File: src/rtl/dmem_pkg.sv
// ---------------------------------------------------------------------------
// dmem_pkg
// Shared types and constants for the memory-stage responder.
//   state_t     : responder FSM states (IDLE, BUSY, DONE)
//   DATA_W      : data and address width of the memory stage
//   CNT_W       : width of the wait-state down-counter
//   word_index  : byte address -> word index inside a memory of 2**addr_w words
// ---------------------------------------------------------------------------
package dmem_pkg;

    localparam int DATA_W = 32;
    localparam int CNT_W  = 4;

    typedef enum logic [1:0] {
        IDLE = 2'd0,
        BUSY = 2'd1,
        DONE = 2'd2
    } state_t;

    // The byte offset in bits [1:0] is dropped, and everything above the
    // memory's own index bits is masked away; the caller decides separately
    // whether the address was in range.
    function automatic logic [DATA_W-1:0] word_index(
        input logic [DATA_W-1:0] addr,
        input int                addr_w
    );
        logic [DATA_W-1:0] mask;
        mask = (DATA_W'(1) << addr_w) - DATA_W'(1);
        return (addr >> 2) & mask;
    endfunction

endpackage

File: src/rtl/dmem_responder_if.sv
// ---------------------------------------------------------------------------
// dmem_responder_if
// Bundle between the M-stage pipeline register and the data-memory responder.
//   ALUOutM    : byte address of the access          (pipeline -> responder)
//   WriteDataM : store data                          (pipeline -> responder)
//   MemWriteM  : store request                       (pipeline -> responder)
//   MemtoRegM  : load request                        (pipeline -> responder)
//   ReadDataM  : registered load data                (responder -> pipeline)
//   StallM     : hold request to the pipeline        (responder -> pipeline)
//   MemDoneM   : one-cycle access-complete pulse     (responder -> pipeline)
//   MemFaultM  : sticky out-of-range flag, only present when DMEM_FAULT_EN
//                is defined                          (responder -> pipeline)
// Modports: master = pipeline side, slave = responder side.
// ---------------------------------------------------------------------------
interface dmem_responder_if;
    import dmem_pkg::*;

    logic [DATA_W-1:0] ALUOutM;
    logic [DATA_W-1:0] WriteDataM;
    logic              MemWriteM;
    logic              MemtoRegM;
    logic [DATA_W-1:0] ReadDataM;
    logic              StallM;
    logic              MemDoneM;
`ifdef DMEM_FAULT_EN
    logic              MemFaultM;
`endif

    modport master (
        output ALUOutM, WriteDataM, MemWriteM, MemtoRegM,
        input  ReadDataM, StallM, MemDoneM
`ifdef DMEM_FAULT_EN
        , input MemFaultM
`endif
    );

    modport slave (
        input  ALUOutM, WriteDataM, MemWriteM, MemtoRegM,
        output ReadDataM, StallM, MemDoneM
`ifdef DMEM_FAULT_EN
        , output MemFaultM
`endif
    );

endinterface

File: src/rtl/dmem_array.sv
// ---------------------------------------------------------------------------
// dmem_array
// Single-port word RAM: synchronous write, combinational read.
//   clk  : write clock
//   we   : write enable
//   addr : word index
//   wd   : write data
//   rd   : read data for addr (asynchronous)
// Contents are never cleared, not even by reset.
// ---------------------------------------------------------------------------
module dmem_array
    import dmem_pkg::*;
#(
    parameter int DEPTH_WORDS = 64,
    localparam int AW = $clog2(DEPTH_WORDS)
) (
    input  logic              clk,
    input  logic              we,
    input  logic [AW-1:0]     addr,
    input  logic [DATA_W-1:0] wd,
    output logic [DATA_W-1:0] rd
);

    logic [DATA_W-1:0] mem [DEPTH_WORDS];

    always_ff @(posedge clk) begin
        if (we) begin
            mem[addr] <= wd;
        end
    end

    assign rd = mem[addr];

endmodule

File: src/rtl/dmem_responder.sv
// ---------------------------------------------------------------------------
// dmem_responder
// Memory-stage responder: services each load/store from an internal word
// RAM after WAIT_CYCLES extra wait states, stalling the pipeline meanwhile.
//   clk    : clock, all state changes on the rising edge
//   reset  : synchronous, active-high reset
//   bus    : dmem_responder_if.slave (address, data, requests, ReadDataM,
//            StallM, MemDoneM and, with DMEM_FAULT_EN, MemFaultM)
// Optional feature macro: DMEM_FAULT_EN adds the sticky MemFaultM flag that
// records any out-of-range access until reset.
// ---------------------------------------------------------------------------
module dmem_responder
    import dmem_pkg::*;
#(
    parameter int DEPTH_WORDS = 64,
    parameter int WAIT_CYCLES = 2
) (
    input logic              clk,
    input logic              reset,
    dmem_responder_if.slave  bus
);

    localparam int AW = $clog2(DEPTH_WORDS);

    state_t            state;
    state_t            state_next;
    logic [CNT_W-1:0]  cnt;
    logic [CNT_W-1:0]  cnt_next;
    logic              commit;
    logic              req;
    logic              in_range;
    logic              we;
    logic [AW-1:0]     index;
    logic [DATA_W-1:0] rd_word;
    logic [DATA_W-1:0] read_data;
`ifdef DMEM_FAULT_EN
    logic              fault;
`endif

    assign req      = bus.MemWriteM | bus.MemtoRegM;
    assign index    = AW'(word_index(bus.ALUOutM, AW));
    // Everything above the index bits must be zero to be in range.
    assign in_range = (bus.ALUOutM[DATA_W-1:AW+2] == '0);
    // A reset on the commit edge abandons the access, so the write is gated.
    assign we       = commit & bus.MemWriteM & in_range & ~reset;

    dmem_array #(
        .DEPTH_WORDS (DEPTH_WORDS)
    ) u_array (
        .clk  (clk),
        .we   (we),
        .addr (index),
        .wd   (bus.WriteDataM),
        .rd   (rd_word)
    );

    // Next-state logic. commit marks the edge at which the access takes
    // effect; BUSY finishes even if req drops, using whatever is on the bus.
    always_comb begin
        state_next = state;
        cnt_next   = cnt;
        commit     = 1'b0;
        case (state)
            IDLE: begin
                if (req) begin
                    if (WAIT_CYCLES == 0) begin
                        commit     = 1'b1;
                        state_next = DONE;
                    end else begin
                        cnt_next   = CNT_W'(WAIT_CYCLES);
                        state_next = BUSY;
                    end
                end
            end
            BUSY: begin
                if (cnt == CNT_W'(1)) begin
                    commit     = 1'b1;
                    state_next = DONE;
                end else begin
                    cnt_next = cnt - 1'b1;
                end
            end
            DONE:    state_next = IDLE;
            default: state_next = IDLE;
        endcase
    end

    // State, counter and load-data registers. Loads read the pre-write word,
    // so a combined load+store returns the old contents.
    always_ff @(posedge clk) begin
        if (reset) begin
            state     <= IDLE;
            cnt       <= '0;
            read_data <= '0;
        end else begin
            state <= state_next;
            cnt   <= cnt_next;
            if (commit && bus.MemtoRegM) begin
                read_data <= in_range ? rd_word : '0;
            end
        end
    end

`ifdef DMEM_FAULT_EN
    // Sticky out-of-range flag, cleared only by reset.
    always_ff @(posedge clk) begin
        if (reset) begin
            fault <= 1'b0;
        end else if (commit && req && !in_range) begin
            fault <= 1'b1;
        end
    end

    assign bus.MemFaultM = fault;
`endif

    assign bus.ReadDataM = read_data;
    assign bus.StallM    = req & (state != DONE);
    assign bus.MemDoneM  = (state == DONE);

endmodule

File: src/flat_wrapper.sv
// flat-port wrapper written by rule: the top's interface ports become plain ports
module dmem_responder_flat import dmem_pkg::*;
#(
    parameter int DEPTH_WORDS = 64,
    parameter int WAIT_CYCLES = 2
)
  (clk, reset, bus_ALUOutM, bus_WriteDataM, bus_MemWriteM, bus_MemtoRegM, bus_ReadDataM, bus_StallM, bus_MemDoneM);
  dmem_responder_if bus_i ();
  input logic clk;
  input logic reset;
  input wire logic [$bits(bus_i.ALUOutM)-1:0] bus_ALUOutM;
  input wire logic [$bits(bus_i.WriteDataM)-1:0] bus_WriteDataM;
  input wire logic [$bits(bus_i.MemWriteM)-1:0] bus_MemWriteM;
  input wire logic [$bits(bus_i.MemtoRegM)-1:0] bus_MemtoRegM;
  output wire logic [$bits(bus_i.ReadDataM)-1:0] bus_ReadDataM;
  output wire logic [$bits(bus_i.StallM)-1:0] bus_StallM;
  output wire logic [$bits(bus_i.MemDoneM)-1:0] bus_MemDoneM;
  assign bus_i.ALUOutM = bus_ALUOutM;
  assign bus_i.WriteDataM = bus_WriteDataM;
  assign bus_i.MemWriteM = bus_MemWriteM;
  assign bus_i.MemtoRegM = bus_MemtoRegM;
  assign bus_ReadDataM = bus_i.ReadDataM;
  assign bus_StallM = bus_i.StallM;
  assign bus_MemDoneM = bus_i.MemDoneM;
  dmem_responder #(.DEPTH_WORDS(DEPTH_WORDS), .WAIT_CYCLES(WAIT_CYCLES)) u_core (.clk(clk), .reset(reset), .bus(bus_i));
endmodule
File: config.mk
export PLATFORM = sky130hd
export DESIGN_NAME = dmem_responder_flat
export DESIGN_NICKNAME = d
export VERILOG_FILES = /design/src/rtl/dmem_pkg.sv /design/src/rtl/dmem_responder_if.sv /design/src/rtl/dmem_array.sv /design/src/rtl/dmem_responder.sv /design/src/flat_wrapper.sv
export SDC_FILE = /design/constraint.sdc
export NUM_CORES = 2
export LEC_CHECK = 0
export CORE_ASPECT_RATIO = 2
export CORE_MARGIN = 2
export CORE_UTILIZATION = 38
export DETAILED_ROUTE_END_ITERATION = 10
export PLACE_DENSITY = 0.63
export SLEW_MARGIN = 20
export SYNTH_ARGS = -nofsm -noshare
export SYNTH_HDL_FRONTEND = slang
export SYNTH_SLANG_ARGS = --single-unit
File: constraint.sdc
create_clock -name clk -period 4.9 [get_ports clk]
set_input_delay 0.98 -clock clk [delete_from_list [all_inputs] [get_ports clk]]
set_output_delay 0.98 -clock clk [all_outputs]
set_load 0.01 [all_outputs]
Yosys cells after proc, flatten, opt, wreduce, memory -nomap -nowiden
Memories as Yosys holds them, arrays and structs flattened. Cells that the tools add are included.

Register bits: 38. Output and inout port bits: 34. Bits in writable memories: 2048. Bits in read-only memories: 0. Bits in latches: 0. Memories: 1. Word-level logic and storage cells: 35. Input port bits: 68.

Memory list: u_core.u_array.mem (depth 64, width 32, rd ports 1, clocked after Yosys merged registers in 0, write ports 1, RTL line dmem_array.sv:24) `logic [DATA_W-1:0] mem [DEPTH_WORDS];`.

Shift operators: 0. Magnitude comparators: 0. Reductions and logical operators: 6. $add $sub $neg: 1. Div/mod/pow operators: 0. Bitwise operators: 6. Multiply operators: 0. Eq/ne operators: 7. Multiplexer cells: 11.

Operator list (count): $mux 32 (1); $logic_not 24->1 (1); $mux 4 (2); $pmux 4 s2 (1); $and 1x1->1 (4); $eq 4x1->1 const B (1); $mux 1 (4); $mux 2 (2); $ne 2x1->1 const B (2); $ne 2x2->1 const B (2); $pmux 2 s2 (1); $sub 4x1->4 const B (1); $reduce_and 3->1 (1); $eq 2x1->1 const B (1); $eq 2x2->1 const B (1); $logic_not 2->1 (1); $reduce_and 2->1 (1); $reduce_bool 2->1 (1); $logic_and 1x1->1 (1); $not 1->1 (1); $or 1x1->1 (1).

Depth between registers and ports, before layout
Depth after elaboration: 8. Gate-level depth with buffers: 11. Gate-level depth less buffers: 8.

Hierarchy
From an unflattened synthesis, not the netlist that was laid out.

Cells, all modules: 4327. Area total of the unflattened synthesis: 79683.9 µm².

Modules (own cells, without submodules): dmem_array (cells an instance 4207, seq. area each 61499.0 µm², times used 1, area each 78287.6 µm²); dmem_responder (cells an instance 120, seq. area each 760.7 µm², times used 1, area each 1396.3 µm²).

Worst setup path after synthesis
OpenSTA, ideal clock, no wires.

Kind: in2reg. Start: in bus_ALUOutM[4]. End: mem u_core.u_array.mem[32][0], enable pin. Required time: 4.479 ns. Library setup time: 0.421 ns. Arrival time: 3.631 ns. Stages: 8. Path slack: 0.848 ns. Buffers on the path: 5. Cell sequence: buf_6 > buf_6 > buf_2 > buf_2 > buf_2 > and4bb_2 > nand2_1 > nor2_1.

RTL lines: start: declaration (RTL line flat_wrapper.sv:11) `input wire logic [$bits(bus_i.ALUOutM)-1:0] bus_ALUOutM;`; end: declaration (RTL line dmem_array.sv:24).

Straight into the memory's write port.

Worst setup path in the final report
Start: reg u_core.cnt[0]. End: mem u_core.u_array.mem[53][11], enable pin.

Word-level cells in the longest chain between the ends: 8.

Ends and longest elaborated chain: start: declaration (RTL line dmem_responder.sv:27) `logic [CNT_W-1:0] cnt;`; start signal: assignment (RTL line dmem_responder.sv:97) `cnt <= cnt_next;`; $eq 4x1->1 (RTL line dmem_responder.sv:76) `if (cnt == CNT_W'(1)) begin`; $mux 1 (RTL line dmem_responder.sv:76); $mux 1 (RTL line dmem_responder.sv:63) `case (state)`; $and 1x1->1 (3 in series) (RTL line dmem_responder.sv:45) `assign we = commit & bus.MemWriteM & in_range & ~reset;`; $mux 1 (RTL line dmem_array.sv:27) `if (we) begin`; $mux 1 (not written as such) (RTL line dmem_array.sv:28) `mem[addr] <= wd;`.

Every way passes these cells.

==> key figures <==
Detailed routing
  – Post-detailed-route wirelength per cell: around 34 um
  – Detailed Routing Iterations Pass 1: 8
  – Via-per-instance ratio: 6.26
  – First DRT Iteration DRCs: 6247
  – Final antenna-violating net count: 0
  – Drt total wl: ~260 mm
  – Drt drc: 0
  – Number of vias in the routed layout: 47800

STA
  – Time the worst path needs with I/O delays and setup: roughly 3800 ps
  – Setup TNS Final: 0 ps
  – Final Max Slew Viols: 0
  – Crit share post-route: 0.773
  – Clock skew after layout: approximately 31 ps
  – Worst slew margin relative to its limit: 0.275
  – Slew of the pin with the lowest slew margin: between 1000 and 1500 ps
  – Final hold violation count: 0
  – Maximum frequency from static timing analysis: ~0.26 GHz
  – RSZ-0062 raised after global routing: false
  – Count of final setup violators: 0

Finish
  – Fillers: 17500
  – Sequential cell area: around 62000 um2
  – Total area of multi-input combinational cells: between 15000 and 20000 um2
  – Fraction of layout instances using a drive strength above 1: 0.157
  – Area of all placed cells without fillers: about 90000 um2
  – Final-stage net count: a little under 5000
  – Post-synthesis to final-layout area growth: 15.2%

Floorplan
  – Placement Rows: between 200 and 250
  – Die outline area: 211000 um2
  – Starting density of the core: 0.381
  – Chip Height: 648 um
  – Die Width: about 330 um
  – # IOs: slightly above 100
  – Core footprint: 206000 um2

GRT
  – Maximum number of pins on one net before global-route repair: about 120
  – First-pass GRT wire length: 358 mm
  – Initial antenna violation count: 8
  – Number of global-route vias before repair: around 47000
  – Total grt overflow: 0
  – Total global-route track usage: 0.238

Setup path
  – RR Startpoint: u_core.cnt[0]$_SDFFE_PP0P_
  – Reg2reg end: u_core.u_array.mem[53][11]$_DFFE_PP_
  – Crit path kind: flip-flop to flip-flop
  – Cell with the most instances on the worst path: nand2_1
  – Endpoint required time on the critical path: roughly 5400 ps
  – Endpoint class of the critical path: flip-flop
  – Maximum fanout encountered on the critical timing path: 27
  – Number of buffers and inverters on the critical path: 2
  – Launching element type of the critical path: flip-flop
  – Arr. time, crit path: 4290 ps
  – FF-to-FF path depth: 9
  – Cell-by-cell listing of the critical path: ha_1 > nor3b_1 > nand2_1 > nor3_1 > buf_4 > and4b_1 > nand2_1 > nor2_4 > buf_12
  – Cell family contributing the most delay on the critical path: simple AND/OR/NAND/NOR gates
  – Slowest CP cell: nor3b_1
  – Register-to-register path setup slack: ~1100 ps
  – Worst stage delay on the critical path: around 600 ps

Yosys
  – Post-Syn Area: ~80000 um2
  – Async SR Flop Fraction: 0
  – Number of instances in the synthesized netlist: about 4500
  – Synth unique cells: 70
  – Number of synthesized register bits: ~2100
  – Top FF cell, synth: edfxtp_1
  – Syn_nets: 4589
  – Sequential-to-total area share from yosys stat: 0.791
  – Count of flip-flops with a built-in enable after synthesis: between 2000 and 2500
  – Mapped Avg Cell Area: 17.4 um2
  – Ys Warns: 0

Power
  – Sequential share of power: 0.556
  – Switching Fraction: 0.216
  – Int Pwr: 27600 uW
  – Sw Pwr: between 7000 and 8000 uW
  – Max VDD drop: ~0.00026 V
  – Share of total power in the clock network: 0.391
  – Portion of total power attributed to combinational logic: 0.053
  – Leakage: approximately 0.028 uW
  – Pwr per Cell Area: approximately 390 nW/um2

Worst hold path
  – Worst hold path type: flip-flop to flip-flop
  – Hold wc startpoint: u_core.bus.ReadDataM[24]$_SDFFE_PP0P_
  – Instance count along the most critical hold path: 1
  – Endpoint, Worst Hold: u_core.bus.ReadDataM[24]$_SDFFE_PP0P_

CTS
  – H-tree depth: 4
  – Maximum count of clock buffers along a single path: 4
  – Skew-Pair Late Insertion Delay: 830 ps
  – Post-cts gate resize count: 0
  – Clock transition at the registers of the reported paths: approximately 70 ps
  – Number of buffers inserted to repair setup after CTS: 0
  – CTS Root Cell: clkbuf_16
  – Number of buffers inserted for hold repair after clock tree synthesis: 0
  – Clock buffers created by TritonCTS: roughly 170
  – Clock tree from TritonCTS: yes
  – Sink Count: approximately 2100

Placed design
  – Half-perimeter wire length after detailed placement: approximately 160 mm
  – Area post-placement: roughly 85000 um2
  – Count of buffers inserted at the top-level ports: approximately 100
  – Final weighted congestion of routability-driven global placement: 0.916

Outcome
  – Outcome: finished, final reports clean

Flow run
  – Number of max-cap violations: 0
[cell usage after synthesis, types with 5 or more instances]
master,instances,area share
edfxtp_1,2048,0.78
a22oi_1,631,0.060
o22ai_1,296,0.024
a221oi_1,154,0.017
clkbuf_1,146,0.0070
buf_2,124,0.0079
nor2_1,123,0.0059
mux2i_1,118,0.015
nand2_1,94,0.0045
o21ai_0,91,0.0058
a21oi_1,65,0.0041
mux2_2,51,0.0073
nor4_1,50,0.0040
buf_1,44,0.0021
nor3_1,40,0.0025
dfxtp_1,38,0.0097
a31oi_1,34,0.0027
a22o_1,29,0.0032
nand3_1,29,0.0018
o221ai_1,28,0.0031
a211o_1,25,0.0028
o22a_1,24,0.0027
buf_4,21,0.0020
a41oi_1,18,0.0020
buf_6,18,0.0026
o21ai_1,12,0.00076
nor2b_1,11,0.00087
and3b_1,10,0.0011
a222oi_1,9,0.0011
nand2b_1,9,0.00072
o32ai_1,9,0.0010
mux4_2,7,0.0020
o211ai_1,7,0.00067
inv_1,6,0.00029
mux2_1,6,0.00086
nand3b_1,6,0.00057
nor4b_1,6,0.00067
a211oi_1,5,0.00048
a32o_1,5,0.00064
nand4_1,5,0.00040
o21a_1,5,0.00048
or4_1,5,0.00048
[registers in the layout (all words and copies together) (netlist names)]
register	count
u_core.u_array.mem	2048
u_core.state	2
u_core.bus.ReadDataM	32
u_core.cnt	4
[through the flow]
stage	setup WS (ps)	cells	total power [uW]	utilization	hold WS [ps]
after floorplan	848	4519	20800	-	474
after global placement	368	7340	21800	0.413	449
after detailed placement	382	7340	21800	0.413	467
after CTS	1170	7630	35200	0.439	482
after global routing	1040	7632	35900	0.440	488
final	1110	7635	35200	0.440	481
[placed cells by master, fill, tap and decap left out, types with 66 or more instances in the layout]
cell type / instances
o21ai_0: 91
buf_12: 71
clkbuf_16: 168
nor2_4: 66
edfxtp_1: 2048
buf_4: 271
o22ai_1: 296
mux2i_1: 118
nand2_1: 94
a221oi_1: 154
a22oi_1: 631
[power groups by stage]
stage | logic [uW] | clock network [uW] | registers (uW)
6_report | 1860 | 13800 | 19600
5_1_grt | 1930 | 14400 | 19600
4_1_cts | 1830 | 13800 | 19600
3_5_place_dp | 1820 | 0 | 20000
3_3_place_gp | 1790 | 0 | 20000
2_1_floorplan | 838 | 0 | 20000
[how the worst max path moves through the flow]
stage                                           from                                    end  cells past startpoint
after floorplan                       bus_ALUOutM[4]    u_core.u_array.mem[32][0]$_DFFE_PP_                      8
after global placement                bus_ALUOutM[6]  u_core.bus.ReadDataM[13]$_SDFFE_PP0P_                     10
after detailed placement              bus_ALUOutM[6]  u_core.bus.ReadDataM[13]$_SDFFE_PP0P_                     10
after CTS                 u_core.cnt[0]$_SDFFE_PP0P_    u_core.u_array.mem[53][5]$_DFFE_PP_                      9
after global routing      u_core.cnt[0]$_SDFFE_PP0P_    u_core.u_array.mem[29][5]$_DFFE_PP_                     10
final                     u_core.cnt[0]$_SDFFE_PP0P_   u_core.u_array.mem[53][11]$_DFFE_PP_                      9
[per-layer routing]
layer / vias to the layer above / wire (um) / share of wire / GRT usage
li1: 19400 / - / - / -
met1: 24600 / 83400 / 0.32 / 0.258
met2: 2995 / 134000 / 0.52 / 0.428
met3: 781 / 20700 / 0.080 / 0.0351
met4: 2 / 19800 / 0.077 / 0.162
met5: - / 7 / 0.000027 / 0
[cells by family after synthesis]
family,share of synthesized area
flip-flops,0.791
AO/OA/AOI/OAI,0.135
AND/OR/NAND/NOR,0.0261
adder cells (fa/ha/maj),0.000318
buffers and inverters,0.0219
XOR/XNOR,0.000223
multiplexers,0.0252
[worst register-to-register path: cells and delay by family, from the launching register on]
| family | cells | cell delay [ps] |
|---|---|---|
| simple gates | 6 | 2330 |
| fa+ha+maj | 1 | 190 |
| flops | 1 | 400 |
| buf+inv | 2 | 490 |
[area by class of cell]
class,count,area share
repair buffers,437,0.0471
multi-input cells,2072,0.169
well taps,2737,0.0377
clock inverters,87,0.0108
clock buffers,203,0.0489
flip-flops and latches,2086,0.686
diodes,5,0.000138
inverters,8,0.000359
(Power assumes the default switching activity.)
